===== src/rtl/time_pkg.sv =====
// Shared definitions for the time-of-day datapath: field selects, wrap limits,
// a wrap-around field adjust helper and the 12/24-hour display conversion.
package time_pkg;

    typedef enum logic [1:0] {
        SEL_SEC  = 2'd0,
        SEL_MIN  = 2'd1,
        SEL_HOUR = 2'd2,
        SEL_NONE = 2'd3
    } sel_e;

    localparam logic [5:0] SEC_MAX  = 6'd59;
    localparam logic [5:0] MIN_MAX  = 6'd59;
    localparam logic [4:0] HOUR_MAX = 5'd23;

    typedef struct packed {
        logic [4:0] hour;
        logic       pm;
    } disp_t;

    // Set-mode step of one field: wraps at both ends, no carry out.
    function automatic logic [5:0] adj_field(input logic [5:0] v, input logic [5:0] max,
                                             input logic up, input logic down);
        logic [5:0] r;
        r = v;
        if (up && !down)
            r = (v == max) ? 6'd0 : v + 6'd1;
        else if (down && !up)
            r = (v == 6'd0) ? max : v - 6'd1;
        return r;
    endfunction

    // 0 -> 12 AM, 1-11 AM, 12 -> 12 PM, 13-23 -> 1-11 PM.
    function automatic disp_t to_disp(input logic [4:0] hour, input logic mode_12h);
        disp_t d;
        d.hour = hour;
        d.pm   = 1'b0;
        if (mode_12h) begin
            if (hour == 5'd0)
                d.hour = 5'd12;
            else if (hour > 5'd12)
                d.hour = hour - 5'd12;
            d.pm = (hour >= 5'd12);
        end
        return d;
    endfunction

endpackage


===== src/rtl/time_keeper_dp_tick_div.sv =====
// Clock divider: one-cycle tick on the last of every DIV enabled cycles.
// clr holds the count at zero so a release always starts a full period.
module tick_div #(
    parameter int DIV = 100
) (
    input  logic clk,
    input  logic reset,
    input  logic en,
    input  logic clr,
    output logic tick
);
    localparam int             CW   = (DIV > 1) ? $clog2(DIV) : 1;
    localparam logic [CW-1:0]  TERM = CW'(DIV - 1);

    logic [CW-1:0] cnt;

    // NOTE: sequential state uses non-blocking (<=) so every flop samples pre-edge values.
    always_ff @(posedge clk or posedge reset) begin
        if (reset)
            cnt <= '0;
        else if (clr)
            cnt <= '0;
        else if (en)
            cnt <= (cnt == TERM) ? '0 : cnt + 1'b1;
    end

    assign tick = en && !clr && (cnt == TERM);

endmodule


===== src/rtl/time_keeper_dp.sv =====
// Time-of-day datapath: sub/sec/min/hour with same-edge carry chain, set-mode
// field editing and 12/24 h display. Alarm comparator built only with TIME_ALARM_EN.
module time_keeper_dp
    import time_pkg::*;
#(
    parameter int CLK_FREQ  = 100_000_000,
    parameter int SUB_RATE  = 100,
    parameter int INIT_HOUR = 12,
    parameter int SUB_W     = $clog2(SUB_RATE)
) (
    input  logic             clk,
    input  logic             reset,
    input  logic             i_set,
    input  logic [1:0]       i_sel,
    input  logic             i_up,
    input  logic             i_down,
    input  logic             i_mode_12h,
    input  logic             i_alarm_wr,
    input  logic [4:0]       i_alarm_hour,
    input  logic [5:0]       i_alarm_min,
    input  logic             i_alarm_en,
    output logic [SUB_W-1:0] o_sub,
    output logic [5:0]       o_sec,
    output logic [5:0]       o_min,
    output logic [4:0]       o_hour,
    output logic [4:0]       o_hour_disp,
    output logic             o_pm,
    output logic             o_sec_tick,
    output logic             o_alarm
);
    localparam int               DIV     = CLK_FREQ / SUB_RATE;
    localparam logic [SUB_W-1:0] SUB_MAX = SUB_W'(SUB_RATE - 1);

    logic             sub_tick;
    logic [SUB_W-1:0] sub_d;
    logic [5:0]       sec_d, min_d;
    logic [4:0]       hour_d;
    logic             sec_tick_d;
    logic             sub_wrap, sec_wrap, min_wrap, hour_wrap;
    disp_t            disp;

    tick_div #(.DIV(DIV)) u_tick_div (
        .clk   (clk),
        .reset (reset),
        .en    (!i_set),
        .clr   (i_set),
        .tick  (sub_tick)
    );

    assign sub_wrap  = (o_sub == SUB_MAX);
    assign sec_wrap  = (o_sec == SEC_MAX);
    assign min_wrap  = (o_min == MIN_MAX);
    assign hour_wrap = (o_hour == HOUR_MAX);

    // NOTE: every always_comb output gets a default first, so no path can infer a latch.
    always_comb begin
        sub_d      = o_sub;
        sec_d      = o_sec;
        min_d      = o_min;
        hour_d     = o_hour;
        sec_tick_d = 1'b0;
        if (i_set) begin
            sub_d = '0;
            case (sel_e'(i_sel))
                SEL_SEC:  sec_d  = adj_field(o_sec, SEC_MAX, i_up, i_down);
                SEL_MIN:  min_d  = adj_field(o_min, MIN_MAX, i_up, i_down);
                SEL_HOUR: hour_d = 5'(adj_field({1'b0, o_hour}, {1'b0, HOUR_MAX}, i_up, i_down));
                default:  ;
            endcase
        end else if (sub_tick) begin
            sub_d = sub_wrap ? '0 : o_sub + 1'b1;
            if (sub_wrap) begin
                sec_tick_d = 1'b1;
                sec_d      = sec_wrap ? 6'd0 : o_sec + 6'd1;
                if (sec_wrap) begin
                    min_d = min_wrap ? 6'd0 : o_min + 6'd1;
                    if (min_wrap)
                        hour_d = hour_wrap ? 5'd0 : o_hour + 5'd1;
                end
            end
        end
    end

    always_ff @(posedge clk or posedge reset) begin
        if (reset) begin
            o_sub      <= '0;
            o_sec      <= '0;
            o_min      <= '0;
            o_hour     <= 5'(INIT_HOUR);
            o_sec_tick <= 1'b0;
        end else begin
            o_sub      <= sub_d;
            o_sec      <= sec_d;
            o_min      <= min_d;
            o_hour     <= hour_d;
            o_sec_tick <= sec_tick_d;
        end
    end

    assign disp        = to_disp(o_hour, i_mode_12h);
    assign o_hour_disp = disp.hour;
    assign o_pm        = disp.pm;

`ifdef TIME_ALARM_EN
    logic [4:0] alarm_hour_q;
    logic [5:0] alarm_min_q;
    logic       alarm_hit;

    // Only a run-mode seconds carry can land on hh:mm:00, so edits never fire it.
    assign alarm_hit = i_alarm_en && sec_tick_d && (sec_d == 6'd0) &&
                       (min_d == alarm_min_q) && (hour_d == alarm_hour_q);

    always_ff @(posedge clk or posedge reset) begin
        if (reset) begin
            alarm_hour_q <= '0;
            alarm_min_q  <= '0;
            o_alarm      <= 1'b0;
        end else begin
            if (i_alarm_wr) begin
                alarm_hour_q <= i_alarm_hour;
                alarm_min_q  <= i_alarm_min;
            end
            o_alarm <= alarm_hit;
        end
    end
`else
    logic unused_alarm;
    assign unused_alarm = ^{i_alarm_wr, i_alarm_hour, i_alarm_min, i_alarm_en};
    assign o_alarm      = 1'b0;
`endif

endmodule


===== config.mk =====
export PLATFORM = sky130hd
export DESIGN_NAME = time_keeper_dp
export DESIGN_NICKNAME = d
export VERILOG_FILES = /design/src/rtl/time_pkg.sv /design/src/rtl/time_keeper_dp_tick_div.sv /design/src/rtl/time_keeper_dp.sv
export SDC_FILE = /design/constraint.sdc
export NUM_CORES = 1
export LEC_CHECK = 0
export CAP_MARGIN = 10
export CORE_MARGIN = 1.5
export CORE_UTILIZATION = 50
export DETAILED_ROUTE_END_ITERATION = 6
export PLACE_DENSITY = 0.76
export SETUP_SLACK_MARGIN = 0.05
export SYNTH_ARGS = -nofsm -noshare
export SYNTH_HDL_FRONTEND = slang
export SYNTH_SLANG_ARGS = --single-unit

===== constraint.sdc =====
create_clock -name clk -period 3.2 [get_ports clk]
set_input_delay 0.8 -clock clk [delete_from_list [all_inputs] [get_ports clk]]
set_output_delay 0.8 -clock clk [all_outputs]
set_load 0.005 [all_outputs]

## Word-level counts from Yosys, hierarchy flattened

Index checks and enable logic that the tools add are counted.

- Word-level logic and storage cells: 85
- Output and inout port bits: 32
- Register bits after elaboration: 45
- Bits of input ports: 21

- Magnitude comparators: 2
- Reduce and logical (&&, ||, !) cells: 17
- $add $sub $neg: 10
- Mux-type cells: 39
- Eq/ne operators: 11

Operators with widths:

| kind | count |
|---|---|
| $mux 6 | 18 |
| $mux 5 | 13 |
| $mux 20 | 2 |
| $mux 7 | 3 |
| $add 20x1->20 const B | 1 |
| $eq 20x20->1 const B | 1 |
| $add 6x1->6 const B | 2 |
| $eq 6x6->1 const B | 2 |
| $logic_not 6->1 | 2 |
| $sub 6x1->6 const B | 2 |
| $add 5x1->5 const B | 2 |
| $reduce_bool 2->1 | 4 |
| $add 7x1->7 const B | 1 |
| $eq 7x7->1 const B | 1 |
| $ne 2x1->1 const B | 3 |
| $reduce_and 6->1 | 1 |
| $eq 5x5->1 const B | 1 |
| $ge 5x4->1 const B | 1 |
| $gt 5x4->1 const B | 1 |
| $logic_not 5->1 | 1 |
| $reduce_and 5->1 | 1 |
| $sub 5x1->5 const B | 1 |
| $sub 5x4->5 const B | 1 |
| $reduce_and 4->1 | 1 |
| other kinds (7) | 13 |

## Depth between registers and ports, before layout

Gate-level depths: netlist of run 1.

- Depth in word-level cells: 7
- Depth in mapped cells: 9
- Mapped depth without buffers: 7

## Cells and area by module

Synthesis of run 1 repeated with hierarchy kept, for this count alone.

- Cells, all modules: 392
- Area total of the unflattened synthesis: 3223.1 um2

By module, submodules not included:

| module | cells an instance | times used | seq. area each (um2) | area an instance (um2) |
|---|---|---|---|---|
| time_keeper_dp | 256 | 1 | 628.1 | 2057.0 |
| tick_div | 136 | 1 | 500.5 | 1166.1 |

## Least setup slack after synthesis of run 1

Ideal clock, no wire load.

- Path type: register to output
- Start point: register o_hour[2]
- End point: output port o_hour_disp[3]
- Required time: 2.400 ns
- Buffers on the path: 2
- Setup slack: 0.827 ns
- Stages on the path, launching flop included: 8
- Arrival time: 1.573 ns
- Cell sequence: dfstp_2 clkbuf_1 inv_1 ha_1 and3b_1 clkbuf_1 nand2_1 o21ai_0

- Word-level cells in the longest chain between the ends: 4
- Elaborated cells on any way between the ends: 6
- Classes of those cells: add/sub: 1; order compare: 1; mux: 3; reduce/logical: 1

Ends and longest elaborated chain:

| what | RTL line | text |
|---|---|---|
| start, declared | time_keeper_dp.sv:25 | `output logic [4:0] o_hour,` |
| start signal, assigned | time_keeper_dp.sv:89 | `o_hour <= 5'(INIT_HOUR);` |
| start signal, assigned | time_keeper_dp.sv:95 | `o_hour <= hour_d;` |
| $sub 5x4->5 or $gt 5x4->1 (tied branches) | time_pkg.sv:42, time_pkg.sv:41 |  |
| $mux 5 | time_pkg.sv:41 | `else if (hour > 5'd12)` |
| $mux 5 * | time_pkg.sv:39 | `if (hour == 5'd0)` |
| $mux 6 * | time_pkg.sv:38 | `if (mode_12h) begin` |
| end, declared | time_keeper_dp.sv:26 | `output logic [4:0] o_hour_disp,` |

Every way passes the cells marked *; elsewhere a longest branch is shown, timed or not.

## Worst setup path in the final report of run 1

- Start point: register o_hour[0]
- End point: output port o_hour_disp[3]

Same word-level chain as after synthesis.

==> flow_summary.json, run 1 <==
{
  "cts-root-buf": "clkbuf_8",
  "peakVddDrop_mv": 0.3715,
  "max_freq_mhz": 329.4,
  "total_power_mw": 2.369,
  "numCtsBuffers": 5,
  "clock_latency_ns": 0.30,
  "initial_core_util": 0.5197,
  "setup_viol": 0,
  "ys_ff_latch": 45,
  "die_w_um": 81.68,
  "synth_edf_count": 0,
  "synthFlopType": "dfrtp_1",
  "yosys_warnings": 0,
  "overflow": 0,
  "area_growth_pct": 18.92,
  "dr_total_vias": 2833,
  "worst-setup-path-type": "reg -> out",
  "fin_tns_setup_ns": 0,
  "hold_buffers": 0,
  "whs_ns": 0.4942,
  "synth_cell_types": 62,
  "hold_viol": 0,
  "drcViolationCount": 0,
  "max-cap-violations": 0,
  "worst_pin_slew_ns": 1.061,
  "cp.required_ns": 2.40,
  "dpl.cell_count": 464,
  "syn_avg_cell_area_um2": 8.647,
  "ioPinCount": 53,
  "cp_max_fo": 7,
  "fin_nets": 434,
  "grt_use_total": 0.2262,
  "clock_path_buffers": 2,
  "numClockSinks": 45,
  "grt_max_degree": 19,
  "p_per_area_mw_per_mm2": 643.5,
  "design.die.area_mm2": 0.006672,
  "async_flop_share": 1.000,
  "syn_inst": 358,
  "min_period_over_period": 0.9488,
  "drive_gt1_frac": 0.08750,
  "syn_area_mm2": 0.003095,
  "antenna_found_initial": 0,
  "final_cell_mix": "43 x dfrtp_1, 37 x clkdlybuf4s50_1, 35 x nand2_1",
  "final_cell_count_no_fill": 475,
  "vias_per_cell": 5.964,
  "h-tree-depth": 2,
  "drv_slew": 0,
  "dp_hpwl_mm": 5.200,
  "finalWirelength_mm": 7.220,
  "seq_area_frac_synth": 0.3646,
  "layout.cells.most_common": "dfrtp_1",
  "n_fill_cell": 529,
  "core-area_mm2": 0.005956,
  "die_h_um": 81.68,
  "status": "completed",
  "synth_fp_nets": 393,
  "period_minus_slack_ns": 3.036,
  "cts_tree": "done",
  "p_leak_nw": 1.522,
  "finClkSkew_ns": 0.01274,
  "crit_path_end_kind": "output port",
  "detail-route-antenna-nets": 0,
  "routedWlPerCell_um": 15.20,
  "io_buffers": 38,
  "cp.arrival_ns": 2.24,
  "rows": 28,
  "clkTransAtPathRegs_ns": 0.09,
  "drtPass1Iterations": 4,
  "rsz0062_at_grt": "true",
  "grt_pass1_wl_mm": 11.95,
  "n_antenna_cell": 0,
  "worstSetupStartpointType": "register",
  "max-slew-margin-rel": 0.2850,
  "hp-class": "reg -> reg",
  "drtIter0Drc": 114,
  "grt_pass1_vias": 2569,
  "gp_congestion": 0.8578
}
[critical path: stages (launching register included)]
cell	delay, ns
dfrtp_1	0.46
inv_1	0.18
ha_1	0.25
and3b_1	0.33
nand2_1	0.12
o21ai_0	0.08
clkdlybuf4s50_1	0.52
[kinds of logic (layout without fill, tap and decap cells)]
group	count (synthesis)	count (layout)	share of synthesized area
and+or+nand+nor	150	150	0.2567
AOI/OAI and AO/OA	88	88	0.1867
DFF	45	45	0.3646
buffers and inverters	29	71	0.04002
xor gates and xnor gates	22	22	0.06225
adders and majority gates	14	14	0.05659
muxes	9	9	0.03193
other	1	1	0.001211
[report_power, final]
group / total (mW) / internal [mW] / leakage, nW / switching, mW
registers: 0.901 / 0.679 / 0.597 / 0.222
logic: 1.10 / 0.613 / 0.881 / 0.483
clock network: 0.371 / 0.158 / 0.0447 / 0.213
[stage by stage]
stage          worst slack [ns]    util  instance area [µm²]
2_1_floorplan            0.8273       -                 3095
3_3_place_gp             0.1461  0.5981                 3562
3_5_place_dp             0.1059  0.5981                 3562
4_1_cts                 0.08625  0.6139                 3656
5_1_grt                 0.03533  0.6181                 3681
6_report                 0.1640  0.6181                 3681
[worst paths after layout]
kind                                   start           endpoint  slack, ns  depth (start not counted)
min in group asynchronous              reset           o_min[2]       0.78                          2
max in group asynchronous              reset          o_hour[3]       1.80                          3
min                        u_tick_div.cnt[0]  u_tick_div.cnt[0]       0.49                          1
max                                o_hour[0]     o_hour_disp[3]       0.16                          6
min reg2reg                u_tick_div.cnt[0]  u_tick_div.cnt[0]       0.49                          1
max reg2reg                         o_sub[2]           o_sec[0]       0.48                          5
[cells in the mapped netlist, types with 6 or more instances]
cell type	number	share of area
and3_1	6	0.012
ha_1	14	0.057
nor2_1	30	0.036
or3_1	9	0.018
o21ai_0	20	0.032
dfrtp_1	43	0.35
nand3_1	18	0.029
o31ai_1	6	0.015
a21oi_1	23	0.037
xnor2_1	16	0.045
nand2_1	35	0.042
clkbuf_1	11	0.013
xor2_1	6	0.017
inv_1	13	0.016
nor3_1	12	0.019
[sequential cells by signal, summed over array words and instances, names as in the netlist]
register / flops
o_sec_tick: 1
u_tick_div.cnt: 20
o_min: 6
o_sec: 6
o_hour: 5
o_sub: 7
[layout make-up]
cell class                 instances  area [µm²]  area share
inverter                          13       48.80     0.01326
clock inverter                     3       25.02    0.006798
timing repair buffer              50       473.0      0.1285
clock buffer                       5       68.82     0.01869
sequential                        45        1129      0.3066
multi-input combinational        284        1843      0.5007
tap                               75       93.84     0.02549
[repair_timing]
action	in CTS	in global routing
resized for setup	0	2
endpoints found under the setup margin	0	3
buffers inserted	0	3
[routing by layer]
layer	wire, µm	up-vias	track usage
li1	-	1378	-
met4	35	0	0.05254
met1	3362	1372	0.3058
met5	0	-	0
met3	367	6	0.04444
met2	3454	77	0.3727
Note: power is estimated with default switching activity, not from simulation.
==> run 2, diff against run 1 <==
Settings changed: CAP_MARGIN 10 to 25, CORE_MARGIN 1.5 to unset, SYNTH_HIERARCHICAL set to 1.
==> run 2 against run 1 <==
Cell area rose by 5.9%. Count of clock-buffer cells in the layout up 2. Maximum frequency increased by 1.5%. Sequential power is 2% higher. Via count increased by 8.9%. Combinational power fell by 5%. Critical endpoint unchanged. Highest routed layer unchanged.
==> flow_summary.json, run 2 <==
{
  "r2r_slack_ns": 0.25,
  "antenna_found_initial": 0,
  "crit_path_end_kind": "output port",
  "die_w_um": 82.29,
  "seq_area_frac_synth": 0.3502,
  "multi_input_area_mm2": 0.001962,
  "hp-class": "reg -> reg",
  "h-tree-depth": 2,
  "layout.cells.most_common": "dfrtp_1",
  "netlist_top_cells_count": "43 x dfrtp_1, 41 x nand2_1, 35 x a21oi_1",
  "grt_pass1_vias": 2838,
  "crit_buf_inv": 1,
  "clock_path_buffers": 2,
  "dp_hpwl_mm": 5.502,
  "largest_reg_flops": 20,
  "async_flop_share": 1.000,
  "dr_total_vias": 3086,
  "design.die.area_mm2": 0.006772,
  "p_per_area_mw_per_mm2": 620.6,
  "worst-setup-path-type": "reg -> out",
  "worstSetupStartpointType": "register",
  "worstPathCellList": "ha_1 > a21oi_1 > o21ai_1 > nor2_1 > o21ai_0 > clkdlybuf4s50_1",
  "drv_slew": 0,
  "r2r_start": "u_tick_div/cnt[13]",
  "cp_max_fo": 8,
  "min_period_over_period": 0.9350,
  "synth_top_cell_by_area": "dfrtp_1",
  "numClockSinks": 45,
  "holdPathStages": 1,
  "finalWirelength_mm": 7.853,
  "seq_power_share": 0.379,
  "period_minus_slack_ns": 2.992,
  "peakVddDrop_mv": 0.5888,
  "gp_congestion": 0.8642,
  "numCtsBuffers": 5,
  "drtPass1Iterations": 4,
  "max-slew-margin-rel": 0.4551,
  "fin_tns_setup_ns": 0,
  "synth_top_area_share": 0.3339,
  "ioPinCount": 53,
  "yosys_warnings": 6,
  "critPathTopFamily": "flip-flops",
  "hold_viol": 0,
  "synthMostInstantiatedCell": "dfrtp_1",
  "status": "completed",
  "syn_area_mm2": 0.003223,
  "worst_r2r_path_depth": 10,
  "n_fill_cell": 531,
  "grt_max_degree": 27,
  "detail-route-antenna-nets": 0,
  "cts-root-buf": "clkbuf_8",
  "routedWlPerCell_um": 15.34,
  "max-cap-violations": 0,
  "min_from": "u_tick_div/cnt[18]",
  "cpMaxStageDelayCell": "dfstp_2",
  "synth_fp_nets": 427,
  "top_register": "u_tick_div/cnt",
  "core-area_mm2": 0.006061,
  "synthFlopType": "dfrtp_1",
  "initial_core_util": 0.5318,
  "top_regs": "u_tick_div/cnt x20, o_sub x7",
  "cts_tree": "done",
  "cp.required_ns": 2.40,
  "grt_pass1_wl_mm": 12.88,
  "total_power_mw": 2.420,
  "r2r_end": "o_hour[2]",
  "critPathMaxStageDelay_ns": 0.63,
  "n_antenna_cell": 0,
  "drcViolationCount": 0,
  "clkTransAtPathRegs_ns": 0.09,
  "combPwrFrac": 0.436,
  "vias_per_cell": 6.027,
  "rows": 28,
  "rsz0062_at_grt": "false",
  "synth_edf_count": 0,
  "max_freq_mhz": 334.2,
  "p_leak_nw": 1.577,
  "syn_inst": 392,
  "synth_cell_types": 69,
  "hold_end": "u_tick_div/cnt[18]",
  "p_int_mw": 1.498,
  "drtIter0Drc": 136,
  "sw_frac_of_total": 0.3809,
  "final_cell_mix": "43 x dfrtp_1, 41 x nand2_1, 37 x clkdlybuf4s50_1",
  "setup_viol": 0,
  "worst_pin_slew_ns": 0.8104,
  "hold_buffers": 0,
  "finClkSkew_ns": 0.01281,
  "drive_gt1_frac": 0.1098,
  "synth_area_leaders": "dfrtp_1 33%, a21oi_1 5.4%, ha_1 5.4%",
  "overflow": 0,
  "die_h_um": 82.29,
  "cp.arrival_ns": 2.19,
  "ys_ff_latch": 45,
  "syn_avg_cell_area_um2": 8.222,
  "grt_use_total": 0.2451,
  "io_buffers": 38,
  "clock_latency_ns": 0.30,
  "p_clk_frac": 0.185,
  "regArea_mm2": 0.001129,
  "area_growth_pct": 20.96,
  "fin_nets": 471,
  "p_sw_mw": 0.9216
}
[run 2: what timing repair did]
item                                    CTS  global route
endpoints found under the hold margin     0             0
gates resized for setup                   1             5
endpoints found under the setup margin    2            11
pin swaps                                 0             0
setup buffers                             0             2
[run 2: per-stage QoR]
step           instance area (µm²)  utilization  setup WS (ns)  cells  hold WS, ns
2_1_floorplan                 3223            -         0.1411    392       0.4607
3_5_place_dp                  3744       0.6177        0.06640    502       0.4927
3_3_place_gp                  3744       0.6177         0.1376    502       0.4881
5_1_grt                       3899       0.6433        0.05248    512       0.5349
6_report                      3899       0.6433         0.2080    512       0.5097
4_1_cts                       3866       0.6379        0.07271    510       0.5071
[run 2: cell type report]
| cell class | instances | share of cell area |
|---|---|---|
| clock buffer | 7 | 0.02214 |
| clock inverter | 1 | 0.007702 |
| inverter | 19 | 0.01861 |
| multi-input combinational | 308 | 0.5032 |
| sequential | 45 | 0.2895 |
| tap | 75 | 0.02407 |
| timing repair buffer | 57 | 0.1348 |
[run 2: worst max-delay path by stage]
stage,from,endpoint,cells after the start
after floorplan,i_set,o_min[5],11
after global placement,u_tick_div/cnt[13],o_min[0],10
after detailed placement,u_tick_div/cnt[13],o_min[0],10
after CTS,o_hour[2],o_hour_disp[3],6
after global routing,o_hour[3],o_hour_disp[3],6
final,o_hour[3],o_hour_disp[3],6
[run 2: cells by family after synthesis]
| logic type | after synthesis | share of synthesized area |
|---|---|---|
| AND/OR/NAND/NOR | 154 | 0.2554 |
| AO/OA/AOI/OAI | 123 | 0.2461 |
| flip-flops | 45 | 0.3502 |
| buffers and inverters | 39 | 0.04774 |
| adder cells (fa/ha/maj) | 14 | 0.05435 |
| XOR/XNOR | 13 | 0.03533 |
| multiplexers | 3 | 0.009705 |
| other | 1 | 0.001163 |
[run 2: power groups by stage]
stage / Sequential [mW] / Clock, mW / Combinational, mW
after global placement: 0.919 / 0 / 0.989
after CTS: 0.919 / 0.460 / 1.03
after detailed placement: 0.926 / 0 / 1.02
after floorplan: 0.800 / 0 / 0.708
final: 0.918 / 0.448 / 1.05
after global routing: 0.947 / 0.480 / 1.18
[run 2: layer usage]
metal | wire length, µm | GRT usage | share of wire
met5 | 0 | 0 | 0
met4 | 158 | 0.08772 | 0.020
met3 | 314 | 0.04396 | 0.040
met2 | 3880 | 0.4289 | 0.49
met1 | 3501 | 0.3001 | 0.45
==> run 3, diff against run 2 <==
Settings changed: GPL_TIMING_DRIVEN set to 0.
==> run 3 against run 2 <==
Cell area grew 0.38%. Hold slack is essentially flat. Final cell count grew 1.2%. Highest routed layer unchanged.
==> flow_summary.json, run 3 (synthesized netlist as in run 2, its figures left out) <==
{
  "status": "completed",
  "fin_area_mm2": 0.003914,
  "clkTransAtPathRegs_ns": 0.09,
  "rows": 28,
  "grt_pass1_wl_mm": 12.57,
  "ioPinCount": 53,
  "drtIter0Drc": 130,
  "cts-root-buf": "clkbuf_8",
  "vias_per_cell": 6.071,
  "io_buffers": 38,
  "routedWlPerCell_um": 15.13,
  "crit_path_end_kind": "register",
  "n_antenna_cell": 0,
  "cp.required_ns": 3.40,
  "grt_max_degree": 26,
  "cp.arrival_ns": 3.25,
  "hold_viol": 0,
  "hp-class": "reg -> reg",
  "drv_slew": 0,
  "area_growth_pct": 21.43,
  "peakVddDrop_mv": 0.4768,
  "clock_latency_ns": 0.29,
  "worst_pin_slew_ns": 0.9156,
  "fin_nets": 478,
  "die_w_um": 82.29,
  "fin_util": 0.6457,
  "overflow": 0,
  "postPlaceCellArea_mm2": 0.003697,
  "max-slew-margin-rel": 0.3844,
  "dr_total_vias": 3145,
  "max_freq_mhz": 328.1,
  "worst-setup-path-type": "in -> reg",
  "hold_buffers": 0,
  "top_register": "u_tick_div/cnt",
  "drcViolationCount": 0,
  "period_minus_slack_ns": 3.048,
  "setup_viol": 0,
  "finClkSkew_ns": 0.01012,
  "drtPass1Iterations": 5,
  "clock_path_buffers": 2,
  "core-area_mm2": 0.006061,
  "numCtsBuffers": 5,
  "detail-route-antenna-nets": 0,
  "h-tree-depth": 2,
  "initial_core_util": 0.5318,
  "gp_congestion": 0.8274,
  "use_met3": 0.05055,
  "grt-busiest-layer": "met2",
  "cp_max_fo": 10,
  "design.die.area_mm2": 0.006772,
  "cpMaxStageDelayCell": "clkdlybuf4s50_1",
  "p_leak_nw": 1.559,
  "largest_reg_flops": 20,
  "grt_use_met1": 0.2851,
  "critPathMaxStageDelay_ns": 0.45,
  "grt_pass1_vias": 2847,
  "top_regs": "u_tick_div/cnt x20, o_sub x7",
  "fin_tns_setup_ns": 0,
  "grt_use_total": 0.2366,
  "min_period_over_period": 0.9525,
  "grtUsageMet2": 0.4157,
  "max-cap-violations": 0,
  "numClockSinks": 45,
  "worstPathCellList": "clkdlybuf4s50_1 > clkbuf_4 > inv_2 > buf_4 > nor3b_4 > nand2_2 > or4_4 > clkinv_2 > a32oi_1 > clkdlybuf4s15_2 > o22ai_1",
  "worstSetupStartpointType": "input port",
  "final_cell_mix": "43 x dfrtp_1, 40 x nand2_1, 37 x clkdlybuf4s50_1",
  "finalWirelength_mm": 7.836,
  "n_fill_cell": 496,
  "p_per_area_mw_per_mm2": 615.8,
  "cts_tree": "done",
  "antenna_found_initial": 0,
  "layout.cells.most_common": "dfrtp_1",
  "die_h_um": 82.29,
  "drive_gt1_frac": 0.09481,
  "dp_hpwl_mm": 5.472
}
run 3: cell type report:
| class | count | area, µm² | area share |
|---|---|---|---|
| multi-input combinational | 308 | 1972 | 0.5038 |
| sequential | 45 | 1129 | 0.2884 |
| timing repair buffer | 44 | 451.7 | 0.1154 |
| tap | 75 | 93.84 | 0.02398 |
| buffer | 20 | 91.34 | 0.02334 |
| inverter | 19 | 72.57 | 0.01854 |
| clock buffer | 5 | 68.82 | 0.01758 |
| clock inverter | 2 | 35.03 | 0.008951 |
run 3: final timing paths:
path | slack [ns] | cells after the start | from | to
setup reg to reg | 0.21 | 10 | u_tick_div/cnt[8] | o_min[3]
hold / removal | 0.51 | 1 | u_tick_div/cnt[18] | u_tick_div/cnt[18]
setup / recovery | 0.15 | 11 | i_set | o_min[3]
hold reg to reg | 0.51 | 1 | u_tick_div/cnt[18] | u_tick_div/cnt[18]
min in group asynchronous | 0.80 | 2 | reset | o_sec_tick
max in group asynchronous | 1.77 | 2 | reset | u_tick_div/cnt[8]
run 3: repair_timing:
| item | 4_1_cts | 5_1_grt |
|---|---|---|
| buffers inserted | 1 | 3 |
| setup endpoints to repair | 21 | 16 |
| gates resized for setup | 5 | 13 |
| pin swaps | 0 | 0 |
| cloned | 0 | 1 |
run 3: power by group:
| part | switching [mW] | internal [mW] | leakage (nW) | total, mW |
|---|---|---|---|---|
| Sequential | 0.141 | 0.673 | 0.594 | 0.814 |
| Combinational | 0.587 | 0.591 | 0.911 | 1.18 |
| Clock | 0.190 | 0.227 | 0.0540 | 0.418 |
| Total | 0.918 | 1.49 | 1.56 | 2.41 |
run 3: critical path, delay by kind of cell:
family	cells	cell delay, ns
and+or+nand+nor	3	0.78
buffers and inverters	6	1.34
AOI/OAI and AO/OA	2	0.33
run 3: stage by stage:
step | hold WS [ns] | setup WS (ns) | total power, mW | instances
3_5_place_dp | 0.4975 | -0.8425 | 1.956 | 505
6_report | 0.5101 | 0.1520 | 2.410 | 518
2_1_floorplan | 0.4607 | 0.1411 | 1.508 | 392
4_1_cts | 0.5118 | 0.07302 | 2.385 | 513
3_3_place_gp | 0.4892 | -0.7755 | 1.938 | 505
5_1_grt | 0.5530 | -0.01609 | 2.593 | 518
run 3: routing by layer:
| metal | part of all wire | vias to the layer above |
|---|---|---|
| met2 | 0.49 | 84 |
| met4 | 0.014 | 0 |
| li1 | - | 1537 |
| met5 | 0 | - |
| met3 | 0.058 | 14 |
| met1 | 0.43 | 1510 |
